--- src/rtl/uart_receiver_if.sv ---
// uart_receiver_if: serial line in, last good byte out
`timescale 1ns/1ps
interface uart_receiver_if;
    logic       uart_rx;
    logic [7:0] Out;
    modport master (output uart_rx, input Out);
    modport slave (input uart_rx, output Out);
endinterface

--- src/rtl/uart_receiver.sv ---
// uart_receiver: 8N1 receiver with inverted idle/start/stop levels (idle 0, start 1, stop 0)
// Ports: clk, rst_n (sync, active-high), bus.uart_rx (async line), bus.Out (last good byte)
`timescale 1ns/1ps
module uart_receiver #(
    parameter int CLOCK_FREQ = 50000000,
    parameter int BAUD_RATE  = 115200
) (
    input logic            clk,
    input logic            rst_n,
    uart_receiver_if.slave bus
);
    localparam int CLKS_PER_BIT = CLOCK_FREQ / BAUD_RATE;
    localparam int CW = $clog2(CLKS_PER_BIT) + 1;
    localparam logic [CW-1:0] LAST = CW'(CLKS_PER_BIT - 1);
    localparam logic [CW-1:0] HALF = CW'(CLKS_PER_BIT / 2 - 1);
    typedef enum logic [2:0] {IDLE, START, DATA, STOP, WAIT_IDLE} state_t;
    state_t        state;
    logic [CW-1:0] clk_cnt;
    logic [2:0]    bit_idx;
    logic [7:0]    shreg;
    logic          rx_m, rx_s;
    always_ff @(posedge clk) begin
        if (rst_n) begin
            state   <= IDLE;
            clk_cnt <= '0;
            bit_idx <= '0;
            shreg   <= '0;
            bus.Out <= '0;
            rx_m    <= 1'b0;
            rx_s    <= 1'b0;
        end else begin
            rx_m <= bus.uart_rx;
            rx_s <= rx_m;
            case (state)
                IDLE: begin
                    clk_cnt <= '0;
                    bit_idx <= '0;
                    if (rx_s) state <= START;
                end
                START: begin
                    // confirm the start bit at its midpoint; shorter pulses are glitches
                    clk_cnt <= (clk_cnt == HALF) ? '0 : clk_cnt + 1'b1;
                    if (clk_cnt == HALF) state <= rx_s ? DATA : IDLE;
                end
                DATA: begin
                    clk_cnt <= (clk_cnt == LAST) ? '0 : clk_cnt + 1'b1;
                    if (clk_cnt == LAST) begin
                        shreg[bit_idx] <= rx_s;
                        bit_idx        <= bit_idx + 1'b1;
                        if (bit_idx == 3'd7) state <= STOP;
                    end
                end
                STOP: begin
                    clk_cnt <= (clk_cnt == LAST) ? '0 : clk_cnt + 1'b1;
                    if (clk_cnt == LAST) begin
                        if (!rx_s) bus.Out <= shreg;
                        state <= rx_s ? WAIT_IDLE : IDLE;
                    end
                end
                WAIT_IDLE: if (!rx_s) state <= IDLE;
                default: state <= IDLE;
            endcase
        end
    end
endmodule

--- src/flat_wrapper.sv ---
// flat-port wrapper written by rule: the top's interface ports become plain ports
module uart_receiver_flat 
#(
    parameter int CLOCK_FREQ = 50000000,
    parameter int BAUD_RATE  = 115200
)
  (clk, rst_n, bus_uart_rx, bus_Out);
  uart_receiver_if bus_i ();
  input logic clk;
  input logic rst_n;
  input wire logic [$bits(bus_i.uart_rx)-1:0] bus_uart_rx;
  output wire logic [$bits(bus_i.Out)-1:0] bus_Out;
  assign bus_i.uart_rx = bus_uart_rx;
  assign bus_Out = bus_i.Out;
  uart_receiver #(.CLOCK_FREQ(CLOCK_FREQ), .BAUD_RATE(BAUD_RATE)) u_core (.clk(clk), .rst_n(rst_n), .bus(bus_i));
endmodule
--- config.mk ---
export PLATFORM = sky130hd
export DESIGN_NAME = uart_receiver_flat
export DESIGN_NICKNAME = d
export VERILOG_FILES = /design/src/rtl/uart_receiver_if.sv /design/src/rtl/uart_receiver.sv /design/src/flat_wrapper.sv
export SDC_FILE = /design/constraint.sdc
export NUM_CORES = 1
export LEC_CHECK = 0
export BUFFER_PORTS_ARGS = -buffer_cell sky130_fd_sc_hd__buf_2
export CORE_MARGIN = 3
export CORE_UTILIZATION = 28
export DETAILED_ROUTE_END_ITERATION = 12
export HOLD_SLACK_MARGIN = 0.12
export PLACE_DENSITY = 0.4
export RECOVER_POWER = 50
export REMOVE_ABC_BUFFERS = 1
export SKIP_CTS_REPAIR_TIMING = 1
export SLEW_MARGIN = 20
export SYNTH_ARGS = -nofsm -noshare
export SYNTH_HDL_FRONTEND = slang
export SYNTH_SLANG_ARGS = --single-unit
export TNS_END_PERCENT = 30
--- constraint.sdc ---
create_clock -name clk -period 2.3 [get_ports clk]
set_input_delay 0.575 -clock clk [delete_from_list [all_inputs] [get_ports clk]]
set_output_delay 0.575 -clock clk [all_outputs]
set_load 0.01 [all_outputs]
After elaboration in Yosys (flattened, before gate mapping)
Index checks and enable logic that the tools add are counted.
- ROM bits: 0
- word-level logic and storage cells: 51
- output and inout port bits: 8
- latch bits: 0
- input port bits: 3
- register bits after elaboration: 34
- memories: 0
- memory bits (writable): 0
- order comparisons: 2
- equal/unequal tests: 13
- reductions and logical operators: 9
- bitwise logic cells: 1
- multiplexer cells: 17
- shifts and indexed selects: 0
- div/mod/pow operators: 0
- add/subtract/negate cells: 2
- multipliers: 0
- operators by type and width (cell ; count):
    one-hot mux 10 bit (3 select lines) ; 1
    two-way mux 3 bit ; 8
    two-way mux 10 bit ; 2
    one-hot mux 3 bit (5 select lines) ; 1
    adder 10 x 1 -> 10 bit, second input constant ; 1
    equality test 10 x 8 -> 1 bit, second input constant ; 1
    equality test 10 x 9 -> 1 bit, second input constant ; 1
    != test 2 x 1 -> 1 bit, second input constant ; 5
    bitwise mux 8 bit ; 1
    equality test 3 x 2 -> 1 bit, second input constant ; 2
    equality test 3 bit, second input constant ; 2
    one-hot mux 3 bit (2 select lines) ; 1
    AND reduction 6 bit ; 1
    < comparator 3 x 4 -> 1 bit, second input constant ; 1
    AND reduction 2 bit ; 2
    adder 3 x 1 -> 3 bit, second input constant ; 1
    demux 1 bit (select 3 bit) ; 1
    equality test 3 x 1 -> 1 bit, second input constant ; 1
    greater-or-equal comparator 3 x 1 -> 1 bit, second input constant ; 1
    logical NOT 3 bit ; 1
    AND reduction 3 bit ; 1
    nonzero test 3 bit ; 1
    two-way mux 2 bit ; 1
    != test 2 bit, second input constant ; 1
    5 further kinds ; 5

Logic depth before layout (Yosys ltp)
Gate-level depths: netlist (run 1).
- word-level depth: 5
- depth in mapped cells: 7
- gate-level depth less buffers: 6

Least setup slack after synthesis (run 1)
OpenSTA, ideal clock, no wires.
- path kind: register to register
- start point: reg u_core.clk_cnt[0]
- end point: reg u_core.shreg[6]
- period minus slack after synthesis: 1.957 ns
- data required time: 2.229 ns
- slack: 0.343 ns
- setup time: 0.071 ns
- cell stages (with the launch flop): 6
- arrival: 1.887 ns
- path buffers: 0
- cell sequence: dfxtp_1 ha_1 nor4bb_1 nand4_1 or4b_2 a21oi_1
- word-level cells in the longest chain between the ends: 2
- RTL lines (item ; RTL line ; source):
    start, declared ; uart_receiver.sv:18 ; logic [CW-1:0] clk_cnt;
    start signal, assigned ; uart_receiver.sv:42 ; clk_cnt <= (clk_cnt == HALF) ? '0 : clk_cnt + 1'b1;
    start signal, assigned ; uart_receiver.sv:46 ; clk_cnt <= (clk_cnt == LAST) ? '0 : clk_cnt + 1'b1;
    start signal, assigned ; uart_receiver.sv:54 ; clk_cnt <= (clk_cnt == LAST) ? '0 : clk_cnt + 1'b1;
    equality test 10 x 9 -> 1 bit ; uart_receiver.sv:47 ; if (clk_cnt == LAST) begin
    AND reduction 2 bit (no source line) ; -- ;
    end signal, assigned by index ; uart_receiver.sv:48 ; shreg[bit_idx] <= rx_s;
    end, declared ; uart_receiver.sv:20 ; logic [7:0] shreg;
Every way passes these cells.
A chain may end at the register's enable or synchronous reset.

Final worst setup path (run 1)
- start point: reg u_core.clk_cnt[6]
- end point: reg u_core.bus.Out[1]
- word-level cells in the longest chain between the ends: 2
- RTL lines (item ; RTL line ; source):
    equality test 10 x 9 -> 1 bit ; uart_receiver.sv:55 ; if (clk_cnt == LAST) begin
    AND reduction 3 bit (no source line) ; -- ;
    end signal, assigned ; uart_receiver.sv:56 ; if (!rx_s) bus.Out <= shreg;
    end, declared ; uart_receiver_if.sv:7 ; modport slave (input uart_rx, output Out);
Every way passes these cells.

==> results of run 1 <==
## registers in the layout, indices dropped and copies added (netlist names)
signal          flops
u_core.bit_idx      3
u_core.shreg        8
u_core.rx_m         1
u_core.state        3
u_core.bus.Out      8
u_core.rx_s         1
u_core.clk_cnt     10
## kinds of logic (layout without fill, tap and decap cells)
kind of cell    count (synthesis)  after routing
flops                          34             34
simple gates                   87             87
buf+inv                        17             36
xor+xnor                        2              2
fa+ha+maj                       5              5
mux                             8              8
compound gates                 52             52
## layout make-up
cell class,count,share of cell area [%]
Multi-Input combinational cell,154,48.9
Sequential cell,34,34.1
Timing Repair Buffer,24,6.71
Tap cell,75,4.71
Clock buffer,6,4.14
Inverter,4,0.753
Clock inverter,2,0.627
## path summary, 6_finish.rpt
check | depth (start not counted) | slack [ns] | from | end
worst max register to register | 6 | 0.30 | u_core.clk_cnt[6] | u_core.bus.Out[1]
worst min-delay path | 1 | 0.45 | u_core.rx_m | u_core.rx_s
worst max-delay path | 6 | 0.30 | u_core.clk_cnt[6] | u_core.bus.Out[1]
worst min register to register | 1 | 0.45 | u_core.rx_m | u_core.rx_s
## metrics by stage
stage / power [mW] / cells / area (µm²) / utilization, % / hold slack [ns]
6_report: 1.10 / 299 / 1990 / 33.5 / 0.445
4_1_cts: 1.12 / 299 / 2020 / 34.0 / 0.453
2_1_floorplan: 0.624 / 192 / 1680 / - / 0.414
3_3_place_gp: 0.643 / 291 / 1930 / 32.4 / 0.424
3_5_place_dp: 0.644 / 291 / 1930 / 32.4 / 0.434
5_1_grt: 1.15 / 299 / 1990 / 33.5 / 0.469
## layer usage
layer	global-route usage [%]	vias up
met4	5.47	0
met2	21.6	20
li1	-	801
met3	2.94	5
met5	0	-
met1	16.0	727
## placed cells by master, fill, tap and decap left out, types with 2 or more instances in the layout
cell type,Yosys,layout
nand3_1,6,6
nor2b_1,5,5
o41ai_1,2,2
or4_1,2,2
nor2_1,17,17
clkbuf_8,0,6
dfxtp_1,34,34
nor3_1,9,9
xnor2_1,2,2
clkbuf_1,11,11
a21oi_1,14,14
nand2_1,16,16
o31a_1,2,2
o211ai_1,4,4
o21ai_0,15,15
mux2i_1,8,8
nor3b_1,3,3
buf_4,0,11
or2_2,2,2
o31ai_1,2,2
nand4_1,8,8
a31oi_1,7,7
nor4_1,6,7
nand4bb_1,2,2
inv_1,4,4
ha_1,5,5
## power by group
part           total (mW)  switching (mW)  internal (mW)
clock               0.473           0.232          0.241
sequential          0.596         0.00417          0.591
combinational      0.0334          0.0211         0.0123
total                1.10           0.257          0.844
==> run metrics, run 1 <==
arrival time at the worst endpoint 2.14 ns; Register Area 681 µm²; vias 1553; Post-Route WL 4.39 mm; chip height 84.6 µm; RSZ-0062 raised after global routing no; compound-cell area share of the yosys netlist 18.4%; top sig layer met4; area grow syn2layout 15.3%; Remaining Overflow, GRT 0; PD cells 552 nW/µm²; Post-synth ARST share 0%; drc violations 0; count of input and output buffers 10; Final WS setup 0.297 ns; starting density of the core 29.1%; XOR/XNOR Fraction of Synth Area 1.01%; Cells after Synth 205; Setup crit end kind register; Metal-1 WL 2.06 mm; Synth top area share 39.3%; TNS Setup 0 ns; static leakage 0.605 nW; drt wl/cell 14.7 µm; Die W 84.6 µm; Post-layout nets 231; simple logic cell fraction of the synthesized area 29.3%; Clock transition at path regs 0.07 ns; Post-synth top flop dfxtp_1; TritonCTS buffer count 5; Fmax 499 MHz; synth cell count leaders dfxtp_1, nor2_1, nand2_1, o21ai_0, a21oi_1; core outline area 5960 µm²; number of flops mapped to enable cells by yosys 0; Worst Path Buf+Inv 2; Skew-Pair Late Insertion Delay 0.29 ns; GPL Wtd Cong 0.768; CTS tree done; max_cap viols 0; main combinational cell family by area after synthesis simple AND/OR/NAND/NOR gates; metal2 WL 2.17 mm; post-synth cell types 43; Synth Area per Inst 8.44 µm²; largest net degree at the start of global routing 28; worst IR drop on VDD 217 µV; ranking of synthesized cells by area dfxtp_1, mux2i_1, o21ai_0; final hold viol count 0; Sink Count 34; critical path class reg2reg; Worst Path Max Fanout 8; biggest area consumer among synthesized cells dfxtp_1; outcome finished clean; Worst path max stage delay 0.39 ns; H-tree levels 2; crit path launch type register; clk_skew 0.00474 ns; Synth Register Bits 34; total global-route track usage 13.0%; fillers 659; Slowest-stage cell, CP or3b_1; sequential-to-total area share from yosys stat 39.3%; first drt pass iteration count 4; post-synth design cell area 1730 µm²; initial antenna violation count 0; DP HPWL 3.16 mm; CP delay by family, top simple AND/OR/NAND/NOR gates; Place WS 0.215 ns; most frequent cell after synthesis dfxtp_1; Starting DRT DRC Count 67; CP Cell Sequence or3b_1, buf_4, nor4_1, clkbuf_2, mux2i_1, nor2_1; CP required 2.43 ns; Avg Vias per Cell 5.19; fraction of layout instances using a drive strength above 1 12.5%; synth warn 0; num rows 28; Clock Tree Root clkbuf_8; mux share of post-synthesis cell area 4.63%; post-route ant nets 0; Worst-Margin Slew 1.27 ns; clock buffer depth 2; min-delay worst type reg2reg; WL met3 109 µm; minimum clock period 2.00 ns; worst relative slew slack 15.6%; vias in the first global route 1525; # diodes 0; Final period util 87.1%; final-report max-slew violation count 0; die area 7160 µm²; multi-input logic area 976 µm²; first-pass GRT wire length 7.40 mm; final count of negative-setup-slack endpoints 0; adder-cell area share of the yosys netlist 3.62%; IO Pins 11
(Power assumes the default switching activity.)
==> run 2, diff against run 1 <==
--- a/config.mk
+++ b/config.mk
@@ -7,10 +7,10 @@
 export LEC_CHECK = 0
 export BUFFER_PORTS_ARGS = -buffer_cell sky130_fd_sc_hd__buf_2
 export CORE_MARGIN = 3
-export CORE_UTILIZATION = 28
+export CORE_UTILIZATION = 56
 export DETAILED_ROUTE_END_ITERATION = 12
 export HOLD_SLACK_MARGIN = 0.12
-export PLACE_DENSITY = 0.4
+export PLACE_DENSITY = 0.71
 export RECOVER_POWER = 50
 export REMOVE_ABC_BUFFERS = 1
 export SKIP_CTS_REPAIR_TIMING = 1
==> constraint.sdc (replaced) <==
create_clock -name clk -period 2.3 [get_ports clk]
set_input_delay 0.115 -clock clk [delete_from_list [all_inputs] [get_ports clk]]
set_output_delay 0.115 -clock clk [all_outputs]
set_load 0.01 [all_outputs]
==> run 2 against run 1 <==
Final area down 5.6%. Clock power fell by 28%. Largest power group unchanged. Largest cell class unchanged. Via count increased by 6.1%. Sequential power barely moved. Sequential cell count stayed put. Power down 12%. Register-to-register slack lost 0.03 ns. Worst setup slack lost 0.030 ns. Fmax down 1.5%.
==> run metrics, run 2 (same netlist as run 1, synthesis figures left out) <==
drt wl/cell 16.2 µm; GPL Wtd Cong 0.860; fraction of layout instances using a drive strength above 1 10.5%; crit path launch type register; Clock Tree Root clkbuf_4; PD cells 515 nW/µm²; # diodes 0; Post-Route WL 4.05 mm; commonest non-fill, non-tap cell in the layout dfxtp_1; largest net degree at the start of global routing 34; net load switching power 0.218 mW; CP required 2.55 ns; power share of the clock group 35.1%; commonest non-fill, non-tap cells in the layout dfxtp_1, nor2_1, nand2_1, o21ai_0, a21oi_1; first drt pass iteration count 4; critical path class reg2reg; fillers 243; Skew-Pair Late Insertion Delay 0.33 ns; DP HPWL 2.78 mm; outcome finished clean; Worst Path Max Fanout 8; Seq pwr share 61.5%; clock buffer depth 2; clk_skew 0.00221 ns; final-report max-slew violation count 0; vias 1647; initial antenna violation count 0; final hold viol count 0; max_cap viols 0; Die W 61.6 µm; die area 3790 µm²; Comb pwr share 3.4%; CTS tree done; IO Pins 11; num rows 19; Register Area 681 µm²; first-pass GRT wire length 6.89 mm; worst IR drop on VDD 378 µV; TritonCTS buffer count 5; Slowest-stage cell, CP dfxtp_1; CP delay by family, top simple AND/OR/NAND/NOR gates; vias in the first global route 1576; Largest register FFs 10; Setup crit end kind register; CP Cell Sequence or3b_1, clkbuf_1, nor2_1, a31oi_1, a211oi_1; Final period util 88.4%; Post-layout nets 226; min-delay worst type in2reg; fin cells 250; Sink Count 34; area grow syn2layout 8.82%; post-route ant nets 0; count of input and output buffers 10; starting density of the core 60.7%; multi-input logic area 985 µm²; TNS Setup 0 ns; minimum clock period 2.03 ns; core outline area 2850 µm²; Worst Path Buf+Inv 1; total global-route track usage 24.1%; end-of-flow core utilization 66.0%; Cells after DPL 241; Fmax 492 MHz; chip height 61.6 µm; H-tree levels 2; arrival time at the worst endpoint 2.28 ns; final count of negative-setup-slack endpoints 0; Clock transition at path regs 0.10 ns; static leakage 0.574 nW; drc violations 0; worst relative slew slack 59.4%; Switching Share 22.5%; Starting DRT DRC Count 137; Remaining Overflow, GRT 0; Biggest register u_core.clk_cnt; reg-to-reg setup timing slack 0.27 ns; Power Internal 0.751 mW; Worst path max stage delay 0.47 ns; Pwr Total 0.969 mW; biggest regs u_core.clk_cnt (10), u_core.bus.Out (8), u_core.shreg (8); RSZ-0062 raised after global routing no; Avg Vias per Cell 6.59; Worst-Margin Slew 0.610 ns
[run 2: changes by cell type in the layout (fill, tap and decap cells not counted)]
cell           before  now
clkbuf_1           11   10
clkbuf_4            0    5
buf_4              11    6
nor4bb_2            1    0
nor4_4              0    1
nor4_1              7    6
clkbuf_8            6    1
buf_2               1    2
nor4bb_1            0    1
dlygate4sd3_1       0    1
clkinvlp_4          1    0
[run 2: final timing paths]
path                          start                 to  depth (start not counted)
setup / recovery  u_core.clk_cnt[5]  u_core.bit_idx[0]                          5
hold / removal                rst_n  u_core.bus.Out[0]                          2
hold reg to reg         u_core.rx_m        u_core.rx_s                          1
setup reg to reg  u_core.clk_cnt[5]  u_core.bit_idx[0]                          5
[run 2: power by group through the flow]
stage                     sequential (mW)  combinational (mW)  clock, mW
after floorplan                     0.608              0.0157          0
after global placement              0.609              0.0293          0
after detailed placement            0.610              0.0305          0
after CTS                           0.596              0.0308      0.348
after global routing                0.597              0.0359      0.367
final                               0.596              0.0325      0.340
[run 2: layout make-up]
| class | count | share of cell area, % |
|---|---|---|
| clock buffers | 7 | 2.92 |
| clock inverters | 1 | 0.266 |
| inverters | 4 | 0.797 |
| multi-input cells | 154 | 52.3 |
| flip-flops and latches | 34 | 36.1 |
| well taps | 31 | 2.06 |
| repair buffers | 19 | 5.51 |
[run 2: through the flow]
step	instance area, µm²	hold WS [ns]	setup WS (ns)
2_1_floorplan	1680	0.184	0.344
3_3_place_gp	1830	0.333	0.347
3_5_place_dp	1830	0.333	0.306
4_1_cts	1890	-0.0182	0.288
5_1_grt	1880	0.301	0.00273
6_report	1880	0.270	0.266
[run 2: routing by layer]
layer | wire, µm | track usage (%)
met5 | 0 | 0
met2 | 1900 | 38.1
met3 | 260 | 4.82
met4 | 49 | 9.70
met1 | 1840 | 32.1
==> run 3, diff against run 2 <==
--- a/config.mk
+++ b/config.mk
@@ -6,11 +6,13 @@
 export NUM_CORES = 1
 export LEC_CHECK = 0
 export BUFFER_PORTS_ARGS = -buffer_cell sky130_fd_sc_hd__buf_2
+export CELL_PAD_IN_SITES_DETAIL_PLACEMENT = 0
+export CELL_PAD_IN_SITES_GLOBAL_PLACEMENT = 1
 export CORE_MARGIN = 3
-export CORE_UTILIZATION = 56
+export CORE_UTILIZATION = 45
 export DETAILED_ROUTE_END_ITERATION = 12
 export HOLD_SLACK_MARGIN = 0.12
-export PLACE_DENSITY = 0.71
+export PLACE_DENSITY = 0.75
 export RECOVER_POWER = 50
 export REMOVE_ABC_BUFFERS = 1
 export SKIP_CTS_REPAIR_TIMING = 1
==> run 3 against run 2 <==
Wire length up 0.67%. Worst setup slack worse by 0.028 ns. First-iteration DRC count up 14%. Via count down 4.2%. Sequential share of layout area down 2.0 points. Fmax down 1.4%. Die area up 22%. Critical endpoint is now u_core.shreg[6]. Highest routed layer unchanged.
==> run metrics, run 3 (same netlist as run 1, synthesis figures left out) <==
outcome finished clean; metal2 WL 1.72 mm; min-delay worst type in2reg; final hold viol count 0; Slowest-stage cell, CP or4b_2; TritonCTS buffer count 5; FF-to-FF path depth 5; Final period util 89.6%; Avg Vias per Cell 5.91; reg-to-reg setup timing slack 0.24 ns; PD cells 657 nW/µm²; final-report max-slew violation count 0; worst r2r src u_core.clk_cnt[0]; minimum clock period 2.06 ns; total global-route track usage 20.0%; vias in the first global route 1434; # diodes 0; fraction of layout instances using a drive strength above 1 11.3%; post-route ant nets 0; num rows 21; core outline area 3520 µm²; CP startpoint u_core.clk_cnt[0]; critical hold path startpoint rst_n; DP HPWL 2.74 mm; Power Internal 1.07 mW; GPL Wtd Cong 0.818; crit path launch type register; CP required 2.52 ns; Post-layout nets 228; clock buffer depth 2; clk_skew 0.00841 ns; top sig layer met4; commonest non-fill, non-tap cells in the layout dfxtp_1, nor2_1, nand2_1, o21ai_0, a21oi_1; Setup crit end kind register; H-tree levels 2; final instance area 1990 µm²; initial antenna violation count 0; RR Endpoint u_core.shreg[6]; die area 4630 µm²; biggest regs u_core.clk_cnt (10), u_core.bus.Out (8), u_core.shreg (8); worst IR drop on VDD 454 µV; Pwr Total 1.31 mW; Starting DRT DRC Count 156; Die W 68.0 µm; worst relative slew slack 58.1%; arrival time at the worst endpoint 2.28 ns; Switching Share 18.6%; max_cap viols 0; area grow syn2layout 15.3%; vias 1578; Seq pwr share 45.4%; Hold Path Cell Cnt 2; Worst path max stage delay 0.62 ns; static leakage 0.620 nW; Largest register FFs 10; Sink Count 34; chip height 68.0 µm; starting density of the core 49.1%; net load switching power 0.244 mW; count of input and output buffers 10; WL met3 276 µm; Skew-Pair Late Insertion Delay 0.29 ns; Biggest register u_core.clk_cnt; first-pass GRT wire length 6.98 mm; largest net degree at the start of global routing 34; TNS Setup 0 ns; CTS tree done; placed cell area 1860 µm²; Comb pwr share 2.7%; Fmax 485 MHz; Final WS setup 0.238 ns; drt wl/cell 15.3 µm; Clock Tree Root clkbuf_8; power share of the clock group 51.9%; drc violations 0; RSZ-0062 raised after global routing no; Post-Route WL 4.08 mm; first drt pass iteration count 4; final count of negative-setup-slack endpoints 0; Remaining Overflow, GRT 0; IO Pins 11; CP Cell Sequence ha_1, nor4bb_1, nand4_1, or4b_2, a21oi_1; Worst Path Max Fanout 6; Place WS 0.265 ns; Clock transition at path regs 0.07 ns; Metal-1 WL 2.04 mm; critical path class reg2reg; worst min-delay path endpoint u_core.bus.Out[6]; commonest non-fill, non-tap cell in the layout dfxtp_1; Worst-Margin Slew 0.628 ns
run 3: cell count changes in the layout (fill, tap and decap cells not counted):
cell	previous run	this run
clkbuf_8	1	6
bufinv_16	0	2
clkbuf_1	10	9
or3_4	1	0
clkinv_2	1	0
clkbuf_4	5	0
buf_4	6	8
or3_1	0	1
run 3: critical path, delay by kind of cell (launching register included):
family / cells / cell delay, ns
AOI/OAI and AO/OA: 1 / 0.13
adders and majority gates: 1 / 0.19
DFF: 1 / 0.41
and+or+nand+nor: 3 / 1.27
run 3: how the worst max path moves through the flow:
stage	end	slack (ns)	depth (start not counted)
floorplan	u_core.shreg[6]	0.34	5
global placement	u_core.shreg[6]	0.29	5
detailed placement	u_core.shreg[6]	0.26	5
CTS	u_core.shreg[6]	0.26	5
global route	u_core.clk_cnt[6]	0.02	6
finish	u_core.shreg[6]	0.24	5
run 3: layout make-up:
class                      instances  area (µm²)
multi-input combinational        154         980
fill                             333        1530
inverter                           4        15.0
clock inverter                     2        60.1
tap                               46        57.6
clock buffer                       6        82.6
timing repair buffer              21         119
sequential                        34         681
run 3: stage by stage:
stage               hold slack (ns)  std cells  util, %
floorplan                     0.184        192        -
global placement              0.325        258     52.9
detailed placement            0.359        258     52.9
CTS                          0.0592        266     57.0
global route                  0.347        267     56.6
finish                        0.334        267     56.6
run 3: metal layers:
layer	GRT usage, %	vias up
li1	-	796
met1	29.3	725
met2	27.7	53
met3	5.09	4
met4	7.69	0
met5	0	-
run 3: power by group through the flow:
stage | sequential (mW) | clock, mW | combinational (mW)
2_1_floorplan | 0.608 | 0 | 0.0157
3_3_place_gp | 0.608 | 0 | 0.0330
3_5_place_dp | 0.608 | 0 | 0.0339
4_1_cts | 0.595 | 0.692 | 0.0341
5_1_grt | 0.595 | 0.718 | 0.0391
6_report | 0.595 | 0.680 | 0.0354
